===== src/rtl/wait_timer_arbiter.sv =====
// Module: wait_timer_arbiter
// Round-robin arbiter that shares a single cycle-delay counter among N_REQ
// paint-engine requesters. The winner gets a registered grant while its wait
// runs and a one-cycle done pulse when its latched terminal count is reached.
// Optional feature macro: WAIT_ABORT_EN. When it is defined, the winner can
// cancel its wait by dropping req; it then gets no done pulse.
module wait_timer_arbiter #(
  parameter int N_REQ = 4,
  parameter int CNT_W = 24
) (
  input  logic                   clk,
  input  logic                   rst,
  input  logic [N_REQ-1:0]       req,
  input  logic [N_REQ*CNT_W-1:0] term_cnt,
  output logic [N_REQ-1:0]       grant,
  output logic [N_REQ-1:0]       done,
  output logic                   busy,
  output logic [CNT_W-1:0]       cnt
);

  localparam int IDX_W = (N_REQ > 1) ? $clog2(N_REQ) : 1;

  typedef enum logic [1:0] {IDLE, LOAD, COUNT, DONE} state_t;

  state_t           state, state_nxt;
  logic [IDX_W-1:0] rr_ptr, rr_ptr_nxt;
  logic [IDX_W-1:0] winner, winner_nxt;
  logic [IDX_W-1:0] pick, rr_adv;
  logic             pick_valid;
  logic [CNT_W-1:0] term, term_nxt, cnt_nxt;
  logic [N_REQ-1:0] grant_nxt, done_nxt;
  logic             busy_nxt;

  // Round-robin scan: the first active request at or after rr_ptr wins
  always_comb begin
    int               idx;
    logic [IDX_W-1:0] idx_w;
    pick       = '0;
    pick_valid = 1'b0;
    idx        = 0;
    idx_w      = '0;
    for (int k = 0; k < N_REQ; k++) begin
      idx   = (int'(rr_ptr) + k) % N_REQ;
      idx_w = IDX_W'(idx);
      if (!pick_valid && req[idx_w]) begin
        pick       = idx_w;
        pick_valid = 1'b1;
      end
    end
    rr_adv = IDX_W'((int'(winner) + 1) % N_REQ);
  end

  // Next-state logic for the wait sequencer and the registered outputs
  always_comb begin
    state_nxt  = state;
    rr_ptr_nxt = rr_ptr;
    winner_nxt = winner;
    term_nxt   = term;
    cnt_nxt    = cnt;
    grant_nxt  = '0;
    done_nxt   = '0;
    busy_nxt   = 1'b0;
    case (state)
      IDLE: begin
        if (pick_valid) begin
          winner_nxt = pick;
          term_nxt   = term_cnt[pick*CNT_W +: CNT_W];
          state_nxt  = LOAD;
        end
      end
      LOAD: begin
`ifdef WAIT_ABORT_EN
        if (!req[winner]) begin
          rr_ptr_nxt = rr_adv;
          state_nxt  = IDLE;
        end else begin
          cnt_nxt   = '0;
          state_nxt = COUNT;
        end
`else
        cnt_nxt   = '0;
        state_nxt = COUNT;
`endif
      end
      COUNT: begin
`ifdef WAIT_ABORT_EN
        if (!req[winner]) begin
          rr_ptr_nxt = rr_adv;
          state_nxt  = IDLE;
        end else if (cnt == term) begin
          state_nxt = DONE;
        end else begin
          cnt_nxt = cnt + 1'b1;
        end
`else
        if (cnt == term) begin
          state_nxt = DONE;
        end else begin
          cnt_nxt = cnt + 1'b1;
        end
`endif
      end
      DONE: begin
        rr_ptr_nxt = rr_adv;
        state_nxt  = IDLE;
      end
      default: begin
        state_nxt  = IDLE;
        rr_ptr_nxt = '0;
        winner_nxt = '0;
        term_nxt   = '0;
        cnt_nxt    = '0;
      end
    endcase
    if (state_nxt == LOAD || state_nxt == COUNT) begin
      grant_nxt[winner_nxt] = 1'b1;
    end
    if (state_nxt == DONE) begin
      done_nxt[winner_nxt] = 1'b1;
    end
    busy_nxt = (state_nxt != IDLE);
  end

  // State, counter and output registers; reset wins over everything
  always_ff @(posedge clk) begin
    if (rst) begin
      state  <= IDLE;
      rr_ptr <= '0;
      winner <= '0;
      term   <= '0;
      cnt    <= '0;
      grant  <= '0;
      done   <= '0;
      busy   <= 1'b0;
    end else begin
      state  <= state_nxt;
      rr_ptr <= rr_ptr_nxt;
      winner <= winner_nxt;
      term   <= term_nxt;
      cnt    <= cnt_nxt;
      grant  <= grant_nxt;
      done   <= done_nxt;
      busy   <= busy_nxt;
    end
  end

endmodule


===== config.mk =====
export PLATFORM = sky130hd
export DESIGN_NAME = wait_timer_arbiter
export DESIGN_NICKNAME = d
export VERILOG_FILES = /design/src/rtl/wait_timer_arbiter.sv
export SDC_FILE = /design/constraint.sdc
export NUM_CORES = 1
export LEC_CHECK = 0
export ABC_CLOCK_PERIOD_IN_PS = 3250
export CAP_MARGIN = 25
export CORE_MARGIN = 10
export CORE_UTILIZATION = 34
export CTS_BUF_LIST = sky130_fd_sc_hd__clkbuf_8
export DETAILED_ROUTE_END_ITERATION = 12
export PLACE_DENSITY_LB_ADDON = 0.1
export SETUP_SLACK_MARGIN = 0.15
export SYNTH_ARGS = -nofsm -noshare
export SYNTH_HDL_FRONTEND = slang
export SYNTH_SLANG_ARGS = --single-unit

===== constraint.sdc =====
create_clock -name clk -period 3.25 [get_ports clk]
set_clock_uncertainty 0.05 [all_clocks]
set_input_delay 0.325 -clock clk [delete_from_list [all_inputs] [get_ports clk]]
set_output_delay 0.325 -clock clk [all_outputs]
set_load 0.05 [all_outputs]

==> run metrics, run 1 <==
outcome finished clean; combinational power share 41.0%; Hold Crit Class flop to flop; Clk network pwr share 23.9%; WHS Path Cells 1; Die ar. 15100 um^2; CP max FO 9; Avg WL per Cell 17.3 um; Worst EP required 3.48 ns; count of pins over their slew limit 0; CTS max path bufs 2; Setup Total Neg Slack 0 ns; pre-CTS setup slack 0.597 ns; number of library cell types mapped by synthesis 50; GR Overflow Total 0; Num Clock Sinks 63; synthesis-to-finish area growth 46.3%; RSZ-0062 raised after global routing no; H-tree depth 3; Sw Ratio 37.1%; worst rel slew slack 34.6%; worst skew pair latency 0.35 ns; drt drc 0; R2R Path End done[0]; CP Launch Type flop; Chip Height 123 um; first-pass GRT wire length 17900 um; synthesized net count 500; leakage power 2.38 nW; initial antenna violation count 0; Final Setup Violations 0; Max-Cap Viols 0; core area 10300 um^2; Worst Path Arrival 2.85 ns; Final Instance Area 5260 um^2; root buf cell clkbuf_8; setup slack, reg-to-reg 0.63 ns; Num CTS Buffers 9; Clock transition at path regs 0.07 ns; internal power 0.00195 W; final hold vios 0; GP Congestion 0.804; Hold-fix buffers, CTS 0; Max Clock Freq 0.382 GHz; Net Sw Power 0.00115 W; PnR worst setup slack 0.629 ns; Final nets 628; min-delay src term[5]; total length of routed wires 11400 um; Cells after Synth 391; Tightest Pin Transition 0.980 ns; register area share after synthesis 35.1%; commonest non-fill, non-tap cells in the layout 134 x clkdlybuf4s50_1, 63 x dfxtp_1, 54 x mux2i_1; kind of critical path flop to flop; vias per std cell 5.15; Yosys Warn Count 0; Total GRT Usage 14.9%; minimum clock period after layout 2.62 ns; worst r2r path cells 8; Vias 3398; Seq pwr share 35.1%; via count of the first global-routing pass 3382; CP Capture Type flop; fin crit share 80.6%; IO buf count 134; Initial Util 34.8%; worst r2r src cnt[2]; hpwl dp 9260 um; row count 37; PnR Total Power 0.00310 W; largest net degree at the start of global routing 49; Die X 123 um; Avg Cell Area, Syn 9.20 um^2; n_diodes 0; placed inst area 5050 um^2; Antenna Violating Nets Remaining 0; initial DRC count 213; final hold slack 0.422 ns; Max IR drop VDD 253 uV; Hold Path End term[5]; most common cell after layout, fill and taps aside clkdlybuf4s50_1; postcts setup bufs 0; layout cells sized above 1 8.02%; Pre-antenna DRT Iters 4; filler cell count 989; CTS resizes 0; CTS tree built; Cell Area, Synth 3600 um^2; Pwr Density 588 nW/um^2; synthesis-stage register bit count 63; IO Pins 135
critical path, cell delays in order (launching register included):
cell	delay (ns)
dfxtp_1	0.51
xor2_1	0.13
nor4_2	0.30
nand4_1	0.23
or3_1	0.42
a21oi_2	0.19
ha_1	0.18
or3b_2	0.46
nor2_1	0.09
cells in the mapped netlist (all sizes together):
cell type  number  area [um^2]
nand2b          2         12.5
nor2           18         67.6
o211ai          5         37.5
a21oi          10         57.6
or3             5         31.3
and3            2         13.8
nor3            6         30.0
clkbuf          5         18.8
or2             8         50.1
nor3b           2         15.0
and4            3         30.0
inv             9         33.8
or3b            2         17.5
mux2i          54          541
o22a            2         17.5
o41ai           5         43.8
o31ai           4         30.0
nand4           5         46.3
o311ai          7         61.3
ha              7         87.6
o31a            2         17.5
nor4           10         68.8
o21ai           9         56.3
or4             6         48.8
a2bb2oi         1         8.76
xnor2           1         8.76
dfxtp          63         1260
nand3          10         50.1
a21o           24          180
xor2           24          210
a211oi          2         15.0
and2            3         18.8
o21a            4         30.0
nand2          26          100
buf            18          111
nor2b           1         6.26
o22ai          26          163
layout make-up:
class                   count  area, um^2  share of cell area [%]
multi-input cells         296        2190                    41.5
repair buffers            140        1400                    26.6
flip-flops and latches     63        1260                    24.0
well taps                 136         170                    3.23
clock buffers               9         124                    2.35
clock inverters             7        88.8                    1.69
inverters                   9        33.8                   0.642
logic make-up after synthesis:
| logic type | Yosys count | synth area share, % |
|---|---|---|
| mux | 54 | 15.0 |
| simple gates | 109 | 16.9 |
| fa+ha+maj | 7 | 2.43 |
| xor+xnor | 25 | 6.09 |
| flops | 63 | 35.1 |
| buf+inv | 32 | 4.56 |
| compound gates | 101 | 20.0 |
flip-flops by register name, indices dropped and copies added, names as in the netlist:
name    flops
rr_ptr      2
term       24
done        4
state       2
busy        1
winner      2
cnt        24
grant       4
power by group through the flow:
stage / logic (W) / clock network [W] / registers, W
after floorplan: 0.000810 / 0 / 0.00117
after global placement: 0.00126 / 0 / 0.00111
after detailed placement: 0.00128 / 0 / 0.00111
after CTS: 0.00128 / 0.000756 / 0.00109
after global routing: 0.00140 / 0.000793 / 0.00111
final: 0.00127 / 0.000740 / 0.00109
through the flow:
step           util (%)  instances
4_1_cts            51.0        660
6_report           51.0        660
3_5_place_dp       48.9        644
3_3_place_gp       48.9        644
2_1_floorplan         -        391
5_1_grt            51.0        660
how the worst max path moves through the flow:
stage | start | end | slack (ns)
detailed placement | req[0] | grant[0] | 0.60
floorplan | cnt[2] | done[0] | 0.58
global placement | req[0] | grant[0] | 0.64
global route | cnt[2] | done[2] | 0.40
CTS | cnt[2] | grant[0] | 0.62
finish | cnt[2] | done[0] | 0.63
routing by layer:
layer / up-vias / wire [um] / track usage, %
met5: - / 0 / 0
met4: 0 / 197 / 5.38
met3: 14 / 1090 / 6.75
met2: 123 / 4970 / 22.2
met1: 1542 / 5160 / 18.7
li1: 1719 / - / -
Power figures use the tool's default switching activity.
==> inputs of run 2 (changes only) <==
--- a/config.mk
+++ b/config.mk
@@ -5,7 +5,7 @@
 export SDC_FILE = /design/constraint.sdc
 export NUM_CORES = 1
 export LEC_CHECK = 0
-export ABC_CLOCK_PERIOD_IN_PS = 3250
+export ABC_CLOCK_PERIOD_IN_PS = 2400
 export CAP_MARGIN = 25
 export CORE_MARGIN = 10
 export CORE_UTILIZATION = 34
==> constraint.sdc (replaced) <==
create_clock -name clk -period 2.4 [get_ports clk]
set_clock_uncertainty 0.05 [all_clocks]
set_input_delay 0.24 -clock clk [delete_from_list [all_inputs] [get_ports clk]]
set_output_delay 0.24 -clock clk [all_outputs]
set_load 0.05 [all_outputs]
==> run 2 against run 1 <==
Clock-buffer cell count up 1. Critical path depth unchanged. Via count grew 5.5%. Worst hold slack gained 0.0015 ns. Combinational power up 69%. Highest routed layer unchanged. Largest cell class unchanged.
==> run metrics, run 2 (synthesis gave the netlist of run 1 again) <==
Setup Total Neg Slack 0 ns; initial antenna violation count 0; root buf cell clkbuf_8; CP max FO 5; Chip Height 123 um; Largest delay share family, worst path simple AND/OR/NAND/NOR gates; commonest non-fill, non-tap cells in the layout 134 x clkdlybuf4s50_1, 54 x mux2i_1, 38 x dfxtp_1; final hold vios 0; Max Clock Freq 0.446 GHz; initial DRC count 199; vias per std cell 5.25; first-pass GRT wire length 18300 um; leakage power 2.64 nW; Max-Cap Viols 0; final hold slack 0.423 ns; Crit-path slowest cell dfxtp_4; Final Setup Violations 0; Layout Utilization 55.7%; filler cell count 947; Hold Crit Class flop to flop; worst rel slew slack 59.0%; Crit path largest cell delay 0.37 ns; Vias 3586; sum of buffers and inverters on the critical path 0; CP Capture Type flop; Total GRT Usage 15.4%; Num Clock Sinks 63; Worst EP required 2.63 ns; minimum clock period after layout 2.24 ns; total length of routed wires 12100 um; Avg WL per Cell 17.7 um; row count 37; n_diodes 0; Regs by FF count cnt: 24 flops, term: 24 flops; WP depth 8; Antenna Violating Nets Remaining 0; GP Congestion 0.822; PnR Total Power 0.00452 W; Num CTS Buffers 9; Die X 123 um; H-tree depth 3; Initial Util 34.8%; kind of critical path flop to flop; Clock transition at path regs 0.07 ns; Max IR drop VDD 434 uV; placed cell count 658; most common cell after layout, fill and taps aside clkdlybuf4s50_1; Worst Path Arrival 2.48 ns; CTS tree built; CP Launch Type flop; outcome finished clean; Hold-fix buffers, CTS 0; CTS max path bufs 2; final cell count without fillers 683; largest net degree at the start of global routing 33; synthesis-to-finish area growth 59.9%; via count of the first global-routing pass 3560; RSZ-0062 raised after global routing yes; GR Overflow Total 0; critical path, cell by cell xor2_1 -> nor4_1 -> nand4_1 -> or3_4 -> a21oi_4 -> ha_4 -> or3b_4 -> nor2_1; fin crit share 93.5%; IO buf count 134; Die ar. 15100 um^2; Pre-antenna DRT Iters 4; WHS Path Cells 1; worst skew pair latency 0.35 ns; IO Pins 135; core area 10300 um^2; Tightest Pin Transition 0.609 ns; layout cells sized above 1 20.1%; Final nets 651; count of pins over their slew limit 0; worst r2r path cells 8; Pwr Density 785 nW/um^2; drt drc 0; hpwl dp 9490 um
[run 2: metal layers]
layer	global-route usage (%)	share of wire, %
met1	18.6	43
met2	24.3	47
met3	5.69	8.8
met4	5.74	1.3
met5	0	0
[run 2: path summary, 6_finish.rpt]
kind | from | end | slack, ns
worst max-delay path | cnt[22] | done[2] | 0.16
worst min-delay path | cnt[7] | cnt[7] | 0.42
worst max register to register | cnt[22] | done[2] | 0.16
worst min register to register | cnt[7] | cnt[7] | 0.42
[run 2: what timing repair did]
action | in CTS | in global routing
cloned | 0 | 3
pin swaps | 8 | 14
endpoints found under the setup margin | 6 | 24
buffers inserted | 4 | 2
gates resized for setup | 8 | 27
[run 2: layout make-up]
class	instances	area [um^2]	share of cell area (%)
Tap cell	136	170	2.96
Clock buffer	10	138	2.39
Inverter	9	33.8	0.587
Sequential cell	63	1340	23.3
Timing Repair Buffer	163	1670	29.0
Clock inverter	6	52.6	0.914
Multi-Input combinational cell	296	2350	40.9
[run 2: worst reg2reg max path, delay by kind of cell, from the launching register on]
| kind | cells | cell delay (ns) |
|---|---|---|
| adders and majority gates | 1 | 0.15 |
| xor gates and xnor gates | 1 | 0.16 |
| AOI/OAI and AO/OA | 1 | 0.17 |
| DFF | 1 | 0.37 |
| and+or+nand+nor | 5 | 1.28 |
[run 2: metrics by stage]
step | worst slack (ns) | cell area, um^2
finish | 0.156 | 5750
global route | 0.0563 | 5750
CTS | 0.133 | 5560
detailed placement | -0.0774 | 5290
global placement | -0.0621 | 5290
floorplan | 0.102 | 3670
[run 2: report_power, final]
group,switching [W],internal [W],leakage (nW)
logic,0.00109,0.00105,2.00
clock network,0.000416,0.000495,0.108
registers,0.000191,0.00128,0.532
==> inputs of run 3 (changes only) <==
--- a/config.mk
+++ b/config.mk
@@ -12,6 +12,7 @@
 export CTS_BUF_LIST = sky130_fd_sc_hd__clkbuf_8
 export DETAILED_ROUTE_END_ITERATION = 12
 export PLACE_DENSITY_LB_ADDON = 0.1
+export REMOVE_ABC_BUFFERS = 1
 export SETUP_SLACK_MARGIN = 0.15
 export SYNTH_ARGS = -nofsm -noshare
 export SYNTH_HDL_FRONTEND = slang
==> run 3 against run 2 <==
The flow now finishes with violations (negative setup slack). Core utilization fell by 0.30 points. Via count down 0.33%. First-iteration DRC count is 25% lower. Routed wire length decreased by 4.9%. Critical path type unchanged. Critical endpoint is now done[0]. Largest cell class unchanged.
==> run metrics, run 3 (synthesis gave the netlist of run 1 again) <==
placed inst area 5380 um^2; worst skew pair latency 0.34 ns; multi-input logic area 2270 um^2; Sw Ratio 37.7%; WHS Path Cells 1; CP max FO 3; Total GRT Usage 14.7%; Worst EP required 2.63 ns; Regs by FF count cnt: 24 flops, term: 24 flops; Clk network pwr share 17.9%; Num CTS Buffers 9; leakage power 2.64 nW; Pwr Density 797 nW/um^2; drt drc 0; minimum clock period after layout 2.47 ns; internal power 0.00284 W; Max IR drop VDD 509 uV; filler cell count 957; row count 37; Die X 123 um; synthesis-to-finish area growth 59.0%; first-pass GRT wire length 17800 um; Reg area 1260 um^2; Max Clock Freq 0.405 GHz; GP Congestion 0.799; Clock transition at path regs 0.06 ns; vias per std cell 5.08; setup slack, reg-to-reg -0.07 ns; count of pins over their slew limit 0; commonest non-fill, non-tap cells in the layout 134 x clkdlybuf4s50_1, 61 x dfxtp_1, 54 x mux2i_1; combinational power share 50.3%; R2R Path End done[0]; largest net degree at the start of global routing 33; Vias 3574; CTS max path bufs 2; Max-Cap Viols 0; via count of the first global-routing pass 3617; H-tree depth 3; layout cells sized above 1 18.0%; Num Clock Sinks 63; Tightest Pin Transition 0.675 ns; Hold-fix buffers, CTS 0; worst rel slew slack 54.5%; CP Launch Type flop; worst r2r path cells 9; Pre-antenna DRT Iters 4; worst r2r src cnt[9]; IO Pins 135; Final Setup Violations 4; initial DRC count 149; Chip Height 123 um; Final Instance Area 5720 um^2; min-delay src term[13]; root buf cell clkbuf_8; RSZ-0062 raised after global routing yes; n_diodes 0; Hold Path End term[13]; Initial Util 34.8%; Antenna Violating Nets Remaining 0; failing checks negative setup slack; most common cell after layout, fill and taps aside clkdlybuf4s50_1; Final nets 672; initial antenna violation count 0; CP Capture Type flop; GR Overflow Total 0; PnR worst setup slack -0.0661 ns; core area 10300 um^2; Hold Crit Class flop to flop; kind of critical path flop to flop; Layout Utilization 55.4%; Net Sw Power 0.00172 W; IO buf count 134; CTS tree built; hpwl dp 9010 um; total length of routed wires 11500 um; Seq pwr share 31.8%; outcome finished, violations left; fin crit share 103%; final hold vios 0; Die ar. 15100 um^2; Worst Path Arrival 2.69 ns; Avg WL per Cell 16.3 um
==> run 3: cell count changes in the layout (fill, tap and decap cells not counted), moves of 3 or more <==
cell,previous run,this run
nor4_1,5,8
dfxtp_2,7,2
dfxtp_4,18,0
buf_6,3,0
nor2_2,2,7
buf_4,19,43
nor2_1,16,11
xor2_2,3,0
xor2_1,21,24
dfxtp_1,38,61
==> run 3: worst max-delay path, stage by stage, from the launching register on <==
cell and delay [ns]:
dfxtp_2 0.32, xor2_1 0.16, nor4_2 0.31, buf_4 0.16, nand4_1 0.15, or3_1 0.41
a21oi_2 0.22, ha_4 0.16, or3b_4 0.39, nor2_2 0.08
==> run 3: power by group through the flow <==
stage / clock (W) / sequential (W) / combinational [W]
global route: 0.000887 / 0.00147 / 0.00247
global placement: 0 / 0.00146 / 0.00193
finish: 0.000817 / 0.00145 / 0.00229
detailed placement: 0 / 0.00147 / 0.00196
CTS: 0.000841 / 0.00145 / 0.00205
floorplan: 0 / 0.00159 / 0.00106
==> run 3: final cells by class <==
type,instances,share of cell area (%)
multi-input combinational,296,39.7
timing repair buffer,184,31.5
sequential,63,22.1
tap,136,2.97
clock buffer,11,2.65
inverter,9,0.591
clock inverter,5,0.416
==> run 3: stage by stage <==
step | instances | hold slack (ns) | total power [W] | setup WS (ns) | setup TNS, ns
2_1_floorplan | 368 | 0.257 | 0.00265 | -2.53 | -77.32
3_3_place_gp | 681 | 0.405 | 0.00339 | -0.207 | -0.790
3_5_place_dp | 681 | 0.411 | 0.00344 | -0.274 | -1.06
4_1_cts | 699 | 0.427 | 0.00434 | -0.127 | -0.448
5_1_grt | 704 | 0.445 | 0.00483 | -0.174 | -0.800
6_report | 704 | 0.422 | 0.00456 | -0.0661 | -0.246
==> run 3: repair_timing <==
action	4_1_cts	5_1_grt
gates cloned	0	1
pin swaps	7	8
resized for setup	6	17
setup endpoints to repair	8	15
setup buffers	2	4
==> run 3: metal layers <==
metal  routed length [um]  GRT usage (%)
met5                    0              0
met4                  135           3.39
met3                  679           4.50
met2                 5870           26.0
met1                 4790           16.9
==> run 3: worst max path at each step <==
stage / startpoint / end / slack, ns / depth (start not counted)
floorplan: rr_ptr[1] / done[0] / -2.53 / 5
global placement: cnt[9] / done[0] / -0.21 / 9
detailed placement: cnt[9] / done[0] / -0.27 / 9
CTS: cnt[11] / grant[0] / -0.13 / 9
global route: cnt[9] / done[0] / -0.17 / 9
finish: cnt[9] / done[0] / -0.07 / 9
